--- src/rtl/uart_rx_os8.sv ---
// Oversampling 8N1 UART receiver driven by an OVERSAMPLE x baud tick strobe.
// Define PARITY_EN to add an even-parity bit and the parity_err output.
module uart_rx_os8 #(
    parameter int DATA_BITS   = 8,
    parameter int OVERSAMPLE  = 8,
    parameter int SYNC_STAGES = 2
) (
    input  logic                 CLK100MHZ,
    input  logic                 reset,
    input  logic                 rx_tick,
    input  logic                 rx,
    output logic [DATA_BITS-1:0] data,
    output logic                 valid,
    output logic                 framing_err,
    output logic                 busy
`ifdef PARITY_EN
    ,
    output logic                 parity_err
`endif
);

    localparam int TW = (OVERSAMPLE > 1) ? $clog2(OVERSAMPLE) : 1;
    localparam int BW = $clog2(DATA_BITS + 1);

    localparam logic [TW-1:0] HALF_M1  = TW'(OVERSAMPLE / 2 - 1);
    localparam logic [TW-1:0] FULL_M1  = TW'(OVERSAMPLE - 1);
    localparam logic [BW-1:0] LAST_BIT = BW'(DATA_BITS - 1);

    typedef enum logic [2:0] {
        IDLE,
        START,
        DATA,
`ifdef PARITY_EN
        PARITY,
`endif
        STOP,
        BRK_WAIT
    } state_t;

    state_t                 state_reg;
    logic [TW-1:0]          tick_cnt_reg;
    logic [BW-1:0]          bit_cnt_reg;
    logic [DATA_BITS-1:0]   shift_reg;
    logic [SYNC_STAGES-1:0] sync_reg;
    logic                   rxs;
`ifdef PARITY_EN
    logic                   par_bad_reg;
`endif

    // Presetting to 1 keeps the idle line from looking like a start edge after reset.
    always_ff @(posedge CLK100MHZ) begin
        if (reset) begin
            sync_reg <= '1;
        end else begin
            sync_reg <= {sync_reg[SYNC_STAGES-2:0], rx};
        end
    end

    assign rxs  = sync_reg[SYNC_STAGES-1];
    assign busy = (state_reg != IDLE);

    always_ff @(posedge CLK100MHZ) begin
        if (reset) begin
            state_reg    <= IDLE;
            tick_cnt_reg <= '0;
            bit_cnt_reg  <= '0;
            shift_reg    <= '0;
            data         <= '0;
            valid        <= 1'b0;
            framing_err  <= 1'b0;
`ifdef PARITY_EN
            parity_err   <= 1'b0;
            par_bad_reg  <= 1'b0;
`endif
        end else begin
            valid       <= 1'b0;
            framing_err <= 1'b0;
`ifdef PARITY_EN
            parity_err  <= 1'b0;
`endif
            if (rx_tick) begin
                case (state_reg)
                    IDLE: begin
                        if (!rxs) begin
                            state_reg    <= START;
                            tick_cnt_reg <= '0;
                        end
                    end
                    START: begin
                        // Mid start bit: a line already back high was only a glitch.
                        if (tick_cnt_reg == HALF_M1) begin
                            tick_cnt_reg <= '0;
                            bit_cnt_reg  <= '0;
                            state_reg    <= rxs ? IDLE : DATA;
                        end else begin
                            tick_cnt_reg <= tick_cnt_reg + 1'b1;
                        end
                    end
                    DATA: begin
                        if (tick_cnt_reg == FULL_M1) begin
                            tick_cnt_reg <= '0;
                            shift_reg    <= {rxs, shift_reg[DATA_BITS-1:1]};
                            if (bit_cnt_reg == LAST_BIT) begin
`ifdef PARITY_EN
                                state_reg <= PARITY;
`else
                                state_reg <= STOP;
`endif
                            end else begin
                                bit_cnt_reg <= bit_cnt_reg + 1'b1;
                            end
                        end else begin
                            tick_cnt_reg <= tick_cnt_reg + 1'b1;
                        end
                    end
`ifdef PARITY_EN
                    PARITY: begin
                        if (tick_cnt_reg == FULL_M1) begin
                            tick_cnt_reg <= '0;
                            par_bad_reg  <= (^shift_reg) ^ rxs;
                            state_reg    <= STOP;
                        end else begin
                            tick_cnt_reg <= tick_cnt_reg + 1'b1;
                        end
                    end
`endif
                    STOP: begin
                        if (tick_cnt_reg == FULL_M1) begin
                            tick_cnt_reg <= '0;
                            data         <= shift_reg;
`ifdef PARITY_EN
                            parity_err   <= par_bad_reg;
`endif
                            if (rxs) begin
`ifdef PARITY_EN
                                valid <= ~par_bad_reg;
`else
                                valid <= 1'b1;
`endif
                                state_reg <= IDLE;
                            end else begin
                                framing_err <= 1'b1;
                                state_reg   <= BRK_WAIT;
                            end
                        end else begin
                            tick_cnt_reg <= tick_cnt_reg + 1'b1;
                        end
                    end
                    BRK_WAIT: begin
                        // Hold off until the line recovers so a break is reported once.
                        if (rxs) begin
                            state_reg <= IDLE;
                        end
                    end
                    default: begin
                        state_reg <= IDLE;
                    end
                endcase
            end
        end
    end

endmodule

--- config.mk ---
export PLATFORM = sky130hd
export DESIGN_NAME = uart_rx_os8
export DESIGN_NICKNAME = d
export VERILOG_FILES = /design/src/rtl/uart_rx_os8.sv
export SDC_FILE = /design/constraint.sdc
export NUM_CORES = 1
export LEC_CHECK = 0
export CAP_MARGIN = 20
export CORE_ASPECT_RATIO = 1.75
export CORE_UTILIZATION = 38
export DETAILED_ROUTE_END_ITERATION = 10
export GPL_ROUTABILITY_DRIVEN = 0
export GPL_TIMING_DRIVEN = 0
export SLEW_MARGIN = 0
export SYNTH_ARGS = -nofsm -noshare
export SYNTH_HDL_FRONTEND = slang
export SYNTH_SLANG_ARGS = --single-unit
--- constraint.sdc ---
create_clock -name CLK100MHZ -period 1.5 [get_ports CLK100MHZ]
set_input_delay 0.15 -clock CLK100MHZ [delete_from_list [all_inputs] [get_ports CLK100MHZ]]
set_output_delay 0.15 -clock CLK100MHZ [all_outputs]
set_load 0.02 [all_outputs]
==> results.txt <==
The worst path arrival time came out at 1750 ps. For the number of antenna violations at the first check in global routing, the log shows 0. The data required time of the worst path came out at 1700 ps. Of all flip-flops after synthesis, the portion carrying an async set or reset was 0%. The horizontal die dimension came out at 46.7 µm.

In this run the worst hold path is classified as input pin to flip-flop. Detailed-route DRC error count: 0. The startpoint of the worst hold path is reset.

Summing all placed instances gives a cell area of 1530 µm². Setup repair after global routing could not meet its margin everywhere. The violation count after the first detailed-route iteration is 21, and the die span in y is 80.2 µm. The run gives 0 as the final count of hold timing violations. At the pin with the least slew margin, the transition time is 503 ps. The accumulated negative setup slack is -53.2 ps, and the count of flip-flops with a built-in enable after synthesis is 0. The tool flagged a number of max-cap violations equal to 0.

The first detailed-routing pass took 4 iterations. For the total overflow reported by the global router, the log shows 0. Net switching is 20.5% of the power. Entering global routing, the biggest net connects 11 pins.

The worst voltage drop across the vdd grid was 0.796 mV. The worst setup path is captured at a flip-flop. Row generation in the floorplan step produced 28 rows.

The logs give -50 ps for the slack of the worst reg-to-reg path and 0 for the number of antenna repair diodes. The tree is rooted in a sky130_fd_sc_hd__clkbuf_8. The synthesized flop and latch total came out at 30. The later pin in the worst-skew pair is clocked with a latency of 280 ps. The total power divided by cell area works out to 848 nW/µm². With fillers left out, the area of the finished cells amounts to 1750 µm². The final-report max-slew violation count was 0; the total chip power was 1.48 mW. The critical path class is flip-flop to flip-flop.

In this run the static leakage power is 0.759 nW. The post-layout worst setup margin was -53.2 ps. For this run, the register share of the synthesized area comes to 45.2%.

TritonCTS built the clock tree. In the routed layout, each cell is associated on average with a via count of 5.09. After detailed routing, the total wire length is 2690 µm. Mean post-synth cell area: 9.56 µm². The run gives 2 as the maximum level of the CTS H-tree. For this run, the number of Yosys warnings is 0. CTS saw 30 sinks. After floorplanning, the core was sized to cover 3360 µm². The run gives 6.01 ps as the worst-case clock skew. During I/O placement, the number of pins put on the boundary was 15. The logs give 40 for the number of distinct library cells after synthesis and 1 for the final setup violation count. The reg-to-reg critical path startpoint was tick_cnt_reg[1]. Combinational logic burns 3.7% of the power.

Dividing the detail-routed wire length by the instance count gives 12.9 µm. The worst path needs 1550 ps of the cycle, external delays included. Counting cells, the worst reg-to-reg path comes to 6. The total vias in the final route is 1059.

The sequential share of power is 54.6%, and the synthesis-to-layout area growth is 31.4%. The synthesized cell area was 1330 µm². The count of port buffers added during placement came out at 13.

After layout, the worst path uses 104% of the clock period. Summed over all nets, the half-perimeter wirelength after detailed placement is 1840 µm. The first global-routing pass estimated 4450 µm of wire. The tools report the final standard cell count with taps included and fillers excluded as 208. The tools report the number of global-route vias before repair as 1035.

The worst hold path was traced through 2 stages. Cells with a size suffix above 1 make up 27.0% of the layout. Synthesis produced a netlist whose cell count is 139. The flow ran to the end, but the final reports show violations. Global routing used 16.5% of the available tracks. STA classifies the critical path startpoint as a flip-flop.

The reg-to-reg endpoint is tick_cnt_reg[0]. Synthesis produced a netlist with a net count of 148. The remaining antenna violation count was 0; the cell internal power dissipation was 1.18 mW.

The clock passes through at most 2 buffers. In this run the worst path has a maximum fanout of 4. The switching power summed over all nets is 0.303 mW. Among all flip-flop cells after synthesis, the most frequent one is sky130_fd_sc_hd__dfxtp_1. The checks that failed: setup timing. Once placement completed, the tool counted placed cells totaling 197. The worst pin sits at a relative slew slack of 66.5%.

The proportion of power drawn by the clock network is 41.8%, and the CTS clock-pin slew for the worst setup and hold paths is 50 ps. Endpoint of the worst hold path: tick_cnt_reg[2]. For this run, the post-layout net count is 173. The tools report the effective utilization at floorplan as 39.5%. For the overall die area, the log shows 3750 µm². The TritonCTS buffer count is 5, and the top achievable clock speed is 644 MHz.
==> cell usage after synthesis, types with 2 or more instances <==
library cell / number / area (µm²)
sky130_fd_sc_hd__dfxtp_1: 30 / 601
sky130_fd_sc_hd__nor2_1: 20 / 75.1
sky130_fd_sc_hd__mux2i_1: 18 / 180
sky130_fd_sc_hd__inv_1: 8 / 30.0
sky130_fd_sc_hd__nand2_1: 7 / 26.3
sky130_fd_sc_hd__ha_1: 5 / 62.6
sky130_fd_sc_hd__a21oi_1: 4 / 20.0
sky130_fd_sc_hd__buf_2: 3 / 15.0
sky130_fd_sc_hd__clkbuf_1: 3 / 11.3
sky130_fd_sc_hd__nand3_1: 3 / 15.0
sky130_fd_sc_hd__a211oi_1: 2 / 15.0
sky130_fd_sc_hd__a31oi_1: 2 / 12.5
sky130_fd_sc_hd__nand4_1: 2 / 12.5
sky130_fd_sc_hd__nor2b_1: 2 / 12.5
sky130_fd_sc_hd__nor3_1: 2 / 10.0
sky130_fd_sc_hd__o22ai_1: 2 / 12.5
sky130_fd_sc_hd__or2_2: 2 / 12.5
sky130_fd_sc_hd__or3_1: 2 / 12.5
==> repair_timing <==
item | in CTS | in global routing
setup buffers | 2 | 3
endpoints found under the hold margin | 0 | 0
hold buffers | 0 | 0
gates cloned | 0 | 1
endpoints found under the setup margin | 8 | 19
pin swaps | 5 | 7
resized for setup | 17 | 12
==> logic make-up (layout without fill, tap and decap cells) <==
kind of cell | after synthesis | after routing | synth area share (%)
adders and majority gates | 5 | 5 | 4.71
buffers and inverters | 17 | 41 | 5.93
DFF | 30 | 30 | 45.2
and+or+nand+nor | 49 | 49 | 19.7
AOI/OAI and AO/OA | 20 | 20 | 10.9
muxes | 18 | 18 | 13.6
==> power groups by stage <==
stage	clock (mW)	combinational (mW)	sequential, mW
CTS	0.633	0.0522	0.806
global route	0.661	0.0611	0.807
global placement	0	0.0490	0.823
detailed placement	0	0.0495	0.824
floorplan	0	0.0322	0.822
finish	0.618	0.0543	0.807
==> per-layer routing <==
metal	GRT usage, %	up-vias	share of wire [%]
met4	8.29	0	1.7
li1	-	530	-
met1	18.9	500	41
met5	0	-	0
met3	5.62	5	4.8
met2	26.0	24	52
==> how the worst max path moves through the flow <==
stage | from | to | slack (ps)
2_1_floorplan | tick_cnt_reg[1] | tick_cnt_reg[0] | -30
3_3_place_gp | tick_cnt_reg[0] | state_reg[2] | -200
3_5_place_dp | tick_cnt_reg[0] | state_reg[2] | -220
4_1_cts | tick_cnt_reg[0] | tick_cnt_reg[0] | -70
5_1_grt | tick_cnt_reg[1] | tick_cnt_reg[0] | -90
6_report | tick_cnt_reg[1] | tick_cnt_reg[0] | -50
==> cells in the final DEF (no fill, tap or decap), types with 4 or more instances in the layout <==
cell type and n:
sky130_fd_sc_hd__buf_4 6, sky130_fd_sc_hd__clkbuf_8 6, sky130_fd_sc_hd__clkdlybuf4s50_1 12, sky130_fd_sc_hd__dfxtp_1 26, sky130_fd_sc_hd__dfxtp_2 4, sky130_fd_sc_hd__inv_1 8
sky130_fd_sc_hd__mux2i_1 17, sky130_fd_sc_hd__nand2_1 7, sky130_fd_sc_hd__nor2_1 20
==> critical path: stages, from the launching register on <==
cell	delay, ps
sky130_fd_sc_hd__dfxtp_2	340
sky130_fd_sc_hd__ha_4	180
sky130_fd_sc_hd__ha_4	160
sky130_fd_sc_hd__nor3b_4	200
sky130_fd_sc_hd__o21bai_4	110
sky130_fd_sc_hd__or3_4	370
sky130_fd_sc_hd__a21oi_2	110
==> layout make-up <==
class	count	area [µm²]
tap	45	56.3
timing repair buffer	19	168
buffer	7	48.8
multi-input combinational	92	751
fill	334	1620
clock buffer	6	82.6
sequential	30	606
inverter	9	33.8
==> metrics by stage <==
step                hold WS (ps)  setup slack [ps]  util, %
floorplan                    254             -28.6        -
global placement             397              -197     45.4
detailed placement           403              -216     45.4
CTS                          377             -69.9     49.6
global route                 441             -94.2     51.9
finish                       377             -53.2     51.9
Power figures use the tool's default switching activity.
==> RTL change 1, RTL diff (config.mk and constraints unchanged) <==
One comparison of `bit_cnt_reg` changes from == to >=.
--- a/src/rtl/uart_rx_os8.sv
+++ b/src/rtl/uart_rx_os8.sv
@@ -102,3 +102,3 @@
                             shift_reg    <= {rxs, shift_reg[DATA_BITS-1:1]};
-                            if (bit_cnt_reg == LAST_BIT) begin
+                            if (bit_cnt_reg >= LAST_BIT) begin
 `ifdef PARITY_EN
Formal check against the unedited RTL: no difference found for any inputs over 10 cycles, from zero or initial values and one cycle with reset high; that may be too few to reach the edited logic, so the function may still have changed.
==> RTL change 1 against the original RTL <==
  * The run still ends with negative setup slack left
  * Critical path depth rose by 1
  * Sequential cell count did not move
  * Wire length rose by 0.48%
  * Worst hold slack improved by 0.024 ns
  * Final area did not move
  * Setup slack improved by 0.048 ns
  * Synthesized area fell by 0.56%
  * Total power rose by 28%
==> RTL change 1: results (changes against the original RTL) <==
* # fillers at 330 (-1.2%)
* Number of vias per cell at 4.95 (-2.8%)
* Worst r2r src: tick_cnt_reg[0]$_SDFFE_PP0P_
* Hold path start: sync_reg[0]$_SDFF_PP1_
* Worst Skew at 0.00897 ns (+0.00296 ns)
* Crit path largest cell delay at 0.34 ns (-0.03 ns)
* P_seq at 808 uW (about the same)
* Worst Slack Setup Final at -0.00510 ns (+0.0481 ns)
* Syn_nets at 145 (-2.0%)
* Worst R2R End: state_reg[0]$_SDFFE_PP0P_
* # setup viols final at 1 (unchanged)
* Port Buffer Count at 14 (+1)
* Hold Crit Class: flop to flop
* Run status: finished, violations left
* Adder-cell share of the synthesized area at 4.73% (+0.027 points)
* Failing checks: negative setup slack
* Dpl hpwl at 1910 um (+3.4%)
* Top cells by count, synth: dfxtp_1, nor2_1, mux2i_1, inv_1, o21ai_0
* Largest net degree at the start of global routing at 11 (unchanged)
* Net count, final at 170 (-1.7%)
* Min-Delay Endpoint: sync_reg[1]$_SDFF_PP1_
* DP Area at 0.00155 sq mm (+1.2%)
* Worst hold stages at 1 (-1)
* Delay-heaviest family, CP: flip-flops
* Data arrival, critical path at 1.73 ns (-0.02 ns)
* Worst reg2reg path depth at 7 (+1)
* Layout cells sized above 1 at 22.8% (-4.2 points)
* Mapped Cells at 136 (-2.2%)
* Max VDD drop at 0.792 mV (-0.57%)
* Synth Area in Compound Gates at 11.6% (+0.72 points)
* Mux share of post-synthesis cell area at 14.6% (+1.0 points)
* Combinational gate power at 74.2 uW (+37%)
* Share of the yosys chip area belonging to registers at 45.5% (+0.26 points)
* Synth unique cells at 36 (-10%)
* Clk pin slew, worst setup/hold paths at 0.07 ns (+0.02 ns)
* Worst-Margin Slew at 0.448 ns (-0.0550 ns)
* Final hold slack at 0.401 ns (+0.0238 ns)
* First-pass GRT wire length at 4440 um (-0.16%)
* Post-Route WL at 2710 um (+0.48%)
* GRT Overall Usage at 17.2% (+0.77 points)
* Most area-consuming cells after synthesis: dfxtp_1, mux2i_1, nor2_1
* Vias in the first global route at 1038 (+0.29%)
* Critical path's slowest cell: dfxtp_2
* Pleak at 0.749 nW (-1.2%)
RTL change 1: final cells by class:
class	instances	area [sq um]	share of cell area [%]
inverter	6	22.5	1.29
multi-input combinational	94	713	40.9
sequential	30	604	34.6
tap	45	56.3	3.23
timing repair buffer	18	165	9.46
clock inverter	2	60.1	3.44
buffer	6	41.3	2.37
clock buffer	6	82.6	4.73
RTL change 1: per-layer routing:
metal / track usage [%] / wire (um) / vias up
li1: - / - / 520
met3: 5.88 / 124 / 11
met4: 14.4 / 111 / 0
met5: 0 / 0 / -
met2: 27.6 / 1390 / 26
met1: 16.4 / 1080 / 467
RTL change 1: stage by stage:
step                      std cells  total power [mW]  worst slack (ns)  setup TNS (ns)  utilization (%)
after detailed placement        195             0.893            -0.213           -2.41             45.9
final                           207              1.90          -0.00510        -0.00510             51.9
after CTS                       207              1.92           0.00598               0             51.6
after global placement          195             0.892            -0.209           -2.16             45.9
after global routing            207              1.98           -0.0604          -0.292             51.9
after floorplan                 136             0.869            0.0275               0                -
RTL change 1: kinds of logic after synthesis:
kind of cell / after synthesis
flops: 30
mux: 19
simple gates: 48
fa+ha+maj: 5
buf+inv: 12
compound gates: 22
RTL change 1: worst register-to-register path, cell delays in order (launching register included):
cell,delay (ns)
dfxtp_2,0.34
ha_4,0.17
ha_4,0.16
buf_4,0.15
mux2_2,0.26
o21ai_0,0.16
a32oi_1,0.10
nor2_1,0.10
RTL change 1: what timing repair did:
action	4_1_cts	5_1_grt
cloned	0	0
buffers inserted	4	0
resized for setup	7	6
pin swaps	4	0
hold endpoints to repair	0	0
endpoints found under the setup margin	4	13
==> RTL change 2, RTL diff (same flow settings) <==
Without the edit above. Change the parameter `OVERSAMPLE` from 8 to 4.
--- a/src/rtl/uart_rx_os8.sv
+++ b/src/rtl/uart_rx_os8.sv
@@ -4,3 +4,3 @@
     parameter int DATA_BITS   = 8,
-    parameter int OVERSAMPLE  = 8,
+    parameter int OVERSAMPLE  = 4,
     parameter int SYNC_STAGES = 2
Check against the original RTL: not equivalent (Yosys sat finds a counterexample within 10 cycles, from zero or initial values and one cycle with reset high).
==> RTL change 2 against the original RTL <==
  * The run still ends with negative setup slack left
  * Synthesized area is 4.5% lower
  * Total power is 4.7% lower
  * Clock power is 6.8% lower
  * Wire length is 2.0% higher
  * Largest cell class unchanged
  * Final area is 2.4% lower
  * Clock skew is 0.0016 ns lower
  * Sequential cell count is 1 lower
  * Maximum frequency is 0.62% higher
  * Worst hold slack better by 0.035 ns
  * Setup slack better by 0.0095 ns
  * First-iteration DRC count is 67% lower
==> RTL change 2: results (changes against the original RTL) <==
* Run status: finished, violations left
* Failing checks: negative setup slack
* Pleak at 0.610 nW (-20%)
* Multi-input gate area at 702 sq um (-6.5%)
* Data buffer area share at 16.2% (+3.8 points)
* DRT met1 WL at 1050 um (-5.7%)
* Net count, final at 174 (+0.58%)
* Max VDD drop at 0.775 mV (-2.7%)
* Non-clock buffer count at 30 (+15%)
* Clock buffer count at 5 (-1)
* Critical path's slowest cell: or3b_4
* Crit path max fanout at 6 (+2)
* Dpl hpwl at 1780 um (-3.7%)
* Vias in the first global route at 1009 (-2.5%)
* Top cells by count, synth: dfxtp_1, nor2_1, mux2i_1, a21oi_1, o21ai_0
* Synth unique cells at 33 (-18%)
* Hold Crit Class: flop to flop
* Comb_multi_in at 96 (+4.3%)
* # fillers at 308 (-7.8%)
* Number of vias per cell at 5.05 (-0.85%)
* # setup viols final at 2 (+1)
* First-pass GRT wire length at 4420 um (-0.63%)
* Layout cells sized above 1 at 24.2% (-2.8 points)
* Worst Slack Setup Final at -0.0437 ns (+0.00950 ns)
* Worst Skew at 0.00442 ns (-0.00159 ns)
* Share of the yosys chip area belonging to registers at 45.8% (+0.56 points)
RTL change 2: cells by family (layout without fill, tap and decap cells):
kind of cell,count (synthesis),count (layout),share of synthesized area [%]
buf+inv,11,40,4.14
mux,18,18,14.3
compound gates,20,20,9.17
fa+ha+maj,4,4,3.94
simple gates,54,54,22.7
flops,29,29,45.8
RTL change 2: layer usage:
metal  track usage, %  vias up
met3             4.60       14
li1                 -      525
met1             17.0      486
met5                0        -
met2             29.0       25
met4             12.4        0
RTL change 2: worst reg2reg max path, delay by kind of cell, from the launching register on:
kind	cells	cell delay, ns
simple gates	3	0.72
flops	1	0.32
mux	1	0.28
buf+inv	1	0.12
RTL change 2: final timing paths:
kind                             start                   endpoint  cells after the start
max reg2reg  state_reg[2]$_SDFFE_PP0P_  state_reg[0]$_SDFFE_PP0P_                      5
min reg2reg     sync_reg[0]$_SDFF_PP1_     sync_reg[1]$_SDFF_PP1_                      1
max          state_reg[2]$_SDFFE_PP0P_  state_reg[0]$_SDFFE_PP0P_                      5
min             sync_reg[0]$_SDFF_PP1_     sync_reg[1]$_SDFF_PP1_                      1
RTL change 2: what timing repair did:
item | CTS | global route
resized for setup | 24 | 7
hold buffers | 0 | 0
pin swaps | 6 | 5
setup buffers | 4 | 4
setup endpoints to repair | 23 | 22
gates cloned | 1 | 0
RTL change 2: per-stage QoR:
step	instances	hold WS, ns	utilization (%)	instance area [sq um]	TNS [ns]
6_report	208	0.412	53.7	1700	-0.0534
4_1_cts	204	0.415	51.7	1640	-0.0597
3_3_place_gp	193	0.394	46.2	1470	-5.36
2_1_floorplan	136	0.254	-	1270	0
3_5_place_dp	193	0.396	46.2	1470	-5.35
5_1_grt	208	0.421	53.7	1700	-0.320
